--- src/rtl/pwm_pkg.sv ---
// Shared constants and types for the multi-channel PWM generator.
package pwm_pkg;

  localparam int W_DEF    = 7;
  localparam int DT_W_DEF = 4;

  localparam logic MODE_EDGE   = 1'b0;
  localparam logic MODE_CENTER = 1'b1;

  localparam logic [W_DEF-1:0] PERIOD_RST = {W_DEF{1'b1}};

  typedef enum logic {
    DIR_UP   = 1'b0,
    DIR_DOWN = 1'b1
  } dir_e;

endpackage

--- src/rtl/pwm_deadtime.sv ---
// Per-channel dead-time inserter: registers the raw compare result and
// blanks both complementary outputs for dt cycles after every raw edge.
module pwm_deadtime
  import pwm_pkg::*;
#(
  parameter int DT_W = DT_W_DEF
) (
  input  logic            clk,
  input  logic            reset,
  input  logic            en_q,
  input  logic            raw,
  input  logic [DT_W-1:0] dt,
  output logic            h,
  output logic            l
);

  logic            r_raw_q;
  logic [DT_W-1:0] r_dtc;
  logic            w_quiet;

  // raw register and dead-time counter; a toggle during dead time restarts it
  always_ff @(posedge clk or posedge reset) begin
    if (reset) begin
      r_raw_q <= 1'b0;
      r_dtc   <= {DT_W{1'b0}};
    end else if (!en_q) begin
      r_raw_q <= 1'b0;
      r_dtc   <= {DT_W{1'b0}};
    end else begin
      r_raw_q <= raw;
      if (raw != r_raw_q) begin
        r_dtc <= dt;
      end else if (r_dtc != {DT_W{1'b0}}) begin
        r_dtc <= r_dtc - {{(DT_W-1){1'b0}}, 1'b1};
      end else begin
        r_dtc <= r_dtc;
      end
    end
  end

  assign w_quiet = (r_dtc == {DT_W{1'b0}});
  assign h       = en_q &  r_raw_q & w_quiet;
  assign l       = en_q & ~r_raw_q & w_quiet;

endmodule

--- src/rtl/pwm_multi.sv ---
// Multi-channel PWM: shared edge/center-aligned period counter, shadowed
// period/duty/mode registers, per-channel compare and dead-time pairs.
module pwm_multi
  import pwm_pkg::*;
#(
  parameter int CH   = 2,
  parameter int W    = W_DEF,
  parameter int DT_W = DT_W_DEF
) (
  input  logic            clk,
  input  logic            reset,
  input  logic            en,
  input  logic            mode,
  input  logic [W-1:0]    period,
  input  logic [CH*W-1:0] duty,
  input  logic [DT_W-1:0] dt,
  output logic [CH-1:0]   pwm_h,
  output logic [CH-1:0]   pwm_l,
  output logic            tick
);

  localparam logic [W-1:0] ONE  = W'(1);
  localparam logic [W-1:0] ZERO = {W{1'b0}};

  logic            r_en_q;
  logic [W-1:0]    r_cnt;
  dir_e            r_dir;
  logic [W-1:0]    r_period_sh;
  logic [CH*W-1:0] r_duty_sh;
  logic            r_mode_sh;
  logic            r_tick;

  logic [W-1:0]    w_cnt_nxt;
  dir_e            w_dir_nxt;
  logic            w_wrap;
  logic [CH-1:0]   w_cmp;

  // Wrap detection and counter/direction next state, all on shadow values
  always_comb begin
    w_cnt_nxt = r_cnt;
    w_dir_nxt = r_dir;
    w_wrap    = 1'b0;
    if (r_period_sh == ZERO) begin
      w_wrap = 1'b1;
    end else if (r_mode_sh == MODE_EDGE) begin
      w_wrap = (r_cnt == r_period_sh);
    end else begin
      w_wrap = (r_dir == DIR_DOWN) && (r_cnt == ONE);
    end
    case (r_dir)
      DIR_UP: begin
        w_cnt_nxt = r_cnt + ONE;
        if ((r_mode_sh == MODE_CENTER) && ((r_cnt + ONE) == r_period_sh)) begin
          w_dir_nxt = DIR_DOWN;
        end else begin
          w_dir_nxt = DIR_UP;
        end
      end
      DIR_DOWN: begin
        w_cnt_nxt = r_cnt - ONE;
        w_dir_nxt = DIR_DOWN;
      end
      default: begin
        w_cnt_nxt = ZERO;
        w_dir_nxt = DIR_UP;
      end
    endcase
  end

  // Counter, shadows and tick; shadows track inputs while stopped, else only on wrap
  always_ff @(posedge clk or posedge reset) begin
    if (reset) begin
      r_en_q      <= 1'b0;
      r_cnt       <= ZERO;
      r_dir       <= DIR_UP;
      r_period_sh <= {W{1'b1}};
      r_duty_sh   <= {(CH*W){1'b0}};
      r_mode_sh   <= MODE_EDGE;
      r_tick      <= 1'b0;
    end else begin
      r_en_q <= en;
      if (!r_en_q || w_wrap) begin
        r_cnt       <= ZERO;
        r_dir       <= DIR_UP;
        r_period_sh <= period;
        r_duty_sh   <= duty;
        r_mode_sh   <= mode;
        r_tick      <= r_en_q;
      end else begin
        r_cnt  <= w_cnt_nxt;
        r_dir  <= w_dir_nxt;
        r_tick <= 1'b0;
      end
    end
  end

  assign tick = r_tick;

  for (genvar g = 0; g < CH; g++) begin : g_ch
    assign w_cmp[g] = (r_cnt < r_duty_sh[g*W +: W]);

    pwm_deadtime #(
      .DT_W(DT_W)
    ) u_dt (
      .clk   (clk),
      .reset (reset),
      .en_q  (r_en_q),
      .raw   (w_cmp[g]),
      .dt    (dt),
      .h     (pwm_h[g]),
      .l     (pwm_l[g])
    );
  end

endmodule
--- config.mk ---
export PLATFORM = sky130hd
export DESIGN_NAME = pwm_multi
export DESIGN_NICKNAME = d
export VERILOG_FILES = /design/src/rtl/pwm_pkg.sv /design/src/rtl/pwm_deadtime.sv /design/src/rtl/pwm_multi.sv
export SDC_FILE = /design/constraint.sdc
export NUM_CORES = 1
export LEC_CHECK = 0
export CAP_MARGIN = 0
export CORE_MARGIN = 1
export CORE_UTILIZATION = 35
export DETAILED_ROUTE_END_ITERATION = 10
export GPL_TIMING_DRIVEN = 0
export PLACE_DENSITY = 0.62
export SLEW_MARGIN = 0
export SYNTH_ARGS = -nofsm -noshare
export SYNTH_HDL_FRONTEND = slang
export SYNTH_SLANG_ARGS = --single-unit
--- constraint.sdc ---
create_clock -name clk -period 1.9 [get_ports clk]
set_input_delay 0.19 -clock clk [delete_from_list [all_inputs] [get_ports clk]]
set_output_delay 0.19 -clock clk [all_outputs]
set_load 0.01 [all_outputs]
==> run_results.csv <==
group,metric,value,unit
synth,fraction_of_the_mapped_netlist_area_in_simple_logic_gates,14.98,%
synth,synth-edff-count,0,
synth,ys_top_cells_by_area,"sky130_fd_sc_hd__dfrtp_1, sky130_fd_sc_hd__mux2_4, sky130_fd_sc_hd__ha_1, sky130_fd_sc_hd__dfstp_2, sky130_fd_sc_hd__xnor2_1",
sta,post-route-period-util,104.5,%
final_layout,syn2layout_area_growth,33.55,%
sta,setup_viol_count_final,27,
critical_path,timing.critical_path.to_type,"flip-flop",
sta,clock.fmax,503.7,MHz
critical_path,required_worst_endpoint,2.08,ns
cts,num_cts_buffers,5,
worst_hold_path,worst_hold_path_type,"primary input to flip-flop",
final_layout,nFillCells,689,
floorplanning,start_util,36.40,%
run_status,failing_checks,"setup timing",
placement,rd_place_congestion,0.8075,
cts,cts_tree,"built",
cts,clock_tree.root_cell,"sky130_fd_sc_hd__clkbuf_8",
synth,synth_top_flop_cell,"sky130_fd_sc_hd__dfrtp_1",
power,vdd_drop_max,0.3307,mV
floorplanning,design.die.area,7894,sq um
sta,timing_max_transition_violations_final,0,
critical_path,timing_worst_setup_path_type,"flip-flop to flip-flop",
flow_run,cap_viol_max_count,0,
global_routing,grt_antenna_before_repair,0,
synth,synth_compound_area_share,5.782,%
power,power.static_leakage,1.649,nW
sta,grt_setup_unrepaired,"yes",
critical_path,setup.worst_path.start_class,"flip-flop",
run_status,status,"finished, violations left",
sta,timing.final.ws_setup,-0.08531,ns
synth,synth_top_cell_area_share,33.18,%
floorplanning,top_level_ports,34,
cts,clk_pin_slew_worst_paths,0.08,ns
floorplanning,coreArea,7253,sq um
synth,synth.ff_latch_count,42,
route,detail_route.vias_per_cell,4.685,
power,power_density,747.2,nW/um^2
route,initialDrtViolationCount,51,
power,p_total,2.635,mW
sta,time_the_worst_path_needs_with_i_o_delays_and_setup,1.985,ns
global_routing,grt.overflow.total,0,
placement,placed_cells_incl_taps,375,
cts,cts-htree-levels,2,
final_layout,antenna_cells,0,
sta,worst_clock_skew,0.01237,ns
placement,place.detailed.hpwl,3657,um
route,route.antenna.remaining_nets,0,
synth,synth_async_sr_flop_share,100.0,%
synth,synth.lib_cells_used.distinct,41,
final_layout,fin_cells,400,
synth,post_synth_xor_area_fraction,7.630,%
cts,cts_num_sinks,42,
synth,syn_nets,291,
critical_path,timing.reg2reg.setup_slack,-0.09,ns
synth,postSynthAreaPerCell,10.86,sq um
global_routing,global_route.usage.total,14.46,%
sta,final-hold-violation-count,0,
sta,max_slew.worst_pin.slew,0.8710,ns
synth,yosys-mux-area-fraction,15.55,%
placement,i_o_buffers,33,
floorplanning,floorplan.die.height,88.85,um
critical_path,cp_data_arrival_time,2.16,ns
route,drc,0,
cts,ctsLongestPathBuffers,2,
synth,synth_top_area_cell,"sky130_fd_sc_hd__dfrtp_1",
floorplanning,rows,31,
cts,insertion_delay_of_the_later_clocked_pin_in_the_worst_skew_pair,0.30,ns
synth,largest_family_of_logic_cells_by_synthesized_area,"multiplexers",
synth,synth.most_common_cell,"sky130_fd_sc_hd__dfrtp_1",
synth,synth_commonest_cells,"sky130_fd_sc_hd__dfrtp_1, sky130_fd_sc_hd__mux2_4, sky130_fd_sc_hd__inv_1",
synth,post_synth_instance_area,2640,sq um
synth,synthCells,243,
global_routing,grt_start_max_net_pins,43,
sta,max_slew_margin,41.85,%
route,dr_pass1_iterations,4,
route,routed-via-count,1874,
final_layout,final_nets,348,
route,routed_wl,5391,um
floorplanning,chipWidth,88.85,um
global_routing,vias_in_the_first_global_route,1840,
critical_path,critPathMaxFanout,10,
synth,synth-seq-area-share,40.14,%
global_routing,global_route_wire_length_before_repair,8604,um
final_layout,drive_above_1_share,34.88,%
synth,yosys_warning_count,0,
final_layout,final_util,48.61,%
route,post_drt_wl_per_cell,13.48,um
synth,post_synth_fa_ha_maj_area_fraction,9.005,%
[area by class of cell]
cell class	instances	area, sq um	area share (%)
multi-input combinational	169	1572	44.57
sequential	42	1066	30.23
timing repair buffer	50	465.4	13.20
tap	99	123.9	3.513
buffer	12	115.1	3.265
inverter	20	75.07	2.129
clock buffer	5	68.82	1.952
clock inverter	3	40.04	1.136
[logic make-up (layout without fill, tap and decap cells)]
kind of cell / count (synthesis) / in the layout
simple gates: 74 / 74
flops: 42 / 42
buf+inv: 32 / 90
mux: 30 / 30
compound gates: 23 / 23
xor+xnor: 23 / 23
fa+ha+maj: 19 / 19
[what timing repair did]
item,CTS,global route
resized for setup,28,23
hold buffers,0,0
setup endpoints to repair,35,42
buffers inserted,11,6
pin swaps,2,5
[state kept, by name, summed over array words and instances, names as in the netlist]
signal and cells:
r_period_sh 7, r_cnt 7, r_dir 1, g_ch.u_dt.r_raw_q 2
r_en_q 1, tick 1, r_duty_sh 14, g_ch.u_dt.r_dtc 8
r_mode_sh 1
[per-stage QoR]
| step | cell area, sq um | TNS (ns) | hold slack, ns | setup slack, ns |
|---|---|---|---|---|
| final | 3526 | -1.273 | 0.3715 | -0.08531 |
| after global routing | 3526 | -3.117 | 0.3558 | -0.1372 |
| after CTS | 3382 | -0.9094 | 0.3593 | -0.06816 |
| after detailed placement | 3094 | -5.435 | 0.4975 | -0.3541 |
| after global placement | 3094 | -11.83 | 0.4982 | -0.3374 |
| after floorplan | 2640 | -0.04595 | 0.2214 | -0.003282 |
[where the power goes]
| group | leakage [nW] | internal (mW) | switching (mW) | total (mW) |
|---|---|---|---|---|
| sequential | 0.503 | 1.00 | 0.101 | 1.10 |
| clock | 0.0579 | 0.387 | 0.312 | 0.699 |
| combinational | 1.09 | 0.485 | 0.346 | 0.831 |
| total | 1.65 | 1.88 | 0.759 | 2.63 |
[path summary, 6_finish.rpt]
| check | startpoint | endpoint | depth (start not counted) |
|---|---|---|---|
| min reg2reg | r_duty_sh[7] | r_duty_sh[7] | 1 |
| max reg2reg | r_cnt[3] | r_mode_sh | 7 |
| max in group asynchronous | reset | r_cnt[4] | 2 |
| min | en | r_en_q | 1 |
| max | r_cnt[3] | r_mode_sh | 7 |
| min in group asynchronous | reset | g_ch[1].u_dt.r_raw_q | 2 |
[routing by layer]
layer / part of all wire [%] / up-vias / GRT usage, % / wire (um)
li1: - / 938 / - / -
met1: 46 / 898 / 18.57 / 2501
met2: 50 / 32 / 24.62 / 2679
met3: 2.5 / 6 / 1.959 / 137
met4: 1.3 / 0 / 5.718 / 72
met5: 0 / - / 0 / 0
[placed cells by master, fill, tap and decap left out, types with 3 or more instances in the layout]
cell                              count
sky130_fd_sc_hd__a21o_1               4
sky130_fd_sc_hd__a21oi_1              5
sky130_fd_sc_hd__and2_1               3
sky130_fd_sc_hd__and2_4               7
sky130_fd_sc_hd__buf_12               3
sky130_fd_sc_hd__buf_4               21
sky130_fd_sc_hd__buf_6                3
sky130_fd_sc_hd__clkbuf_2             3
sky130_fd_sc_hd__clkbuf_8             5
sky130_fd_sc_hd__clkdlybuf4s50_1     29
sky130_fd_sc_hd__dfrtp_1             30
sky130_fd_sc_hd__dfrtp_2              5
sky130_fd_sc_hd__dfstp_2              7
sky130_fd_sc_hd__ha_1                13
sky130_fd_sc_hd__ha_4                 6
sky130_fd_sc_hd__inv_1               15
sky130_fd_sc_hd__inv_2                5
sky130_fd_sc_hd__mux2_4              22
sky130_fd_sc_hd__mux2i_1              8
sky130_fd_sc_hd__nand2_1             19
sky130_fd_sc_hd__nand3_1              5
sky130_fd_sc_hd__nand4_1              3
sky130_fd_sc_hd__nor2_1              13
sky130_fd_sc_hd__nor3_1               4
sky130_fd_sc_hd__nor4_1               3
sky130_fd_sc_hd__o21ai_0              3
sky130_fd_sc_hd__xnor2_1             11
sky130_fd_sc_hd__xor2_1              10
[worst max-delay path: stages, from the launching register on]
cell                      delay [ns]
sky130_fd_sc_hd__dfrtp_1        0.40
sky130_fd_sc_hd__buf_6          0.13
sky130_fd_sc_hd__or4_4          0.53
sky130_fd_sc_hd__nor2_4         0.10
sky130_fd_sc_hd__a21oi_2        0.04
sky130_fd_sc_hd__and3_4         0.21
sky130_fd_sc_hd__buf_12         0.16
sky130_fd_sc_hd__mux2_4         0.30
Note: power is estimated with default switching activity, not from simulation.
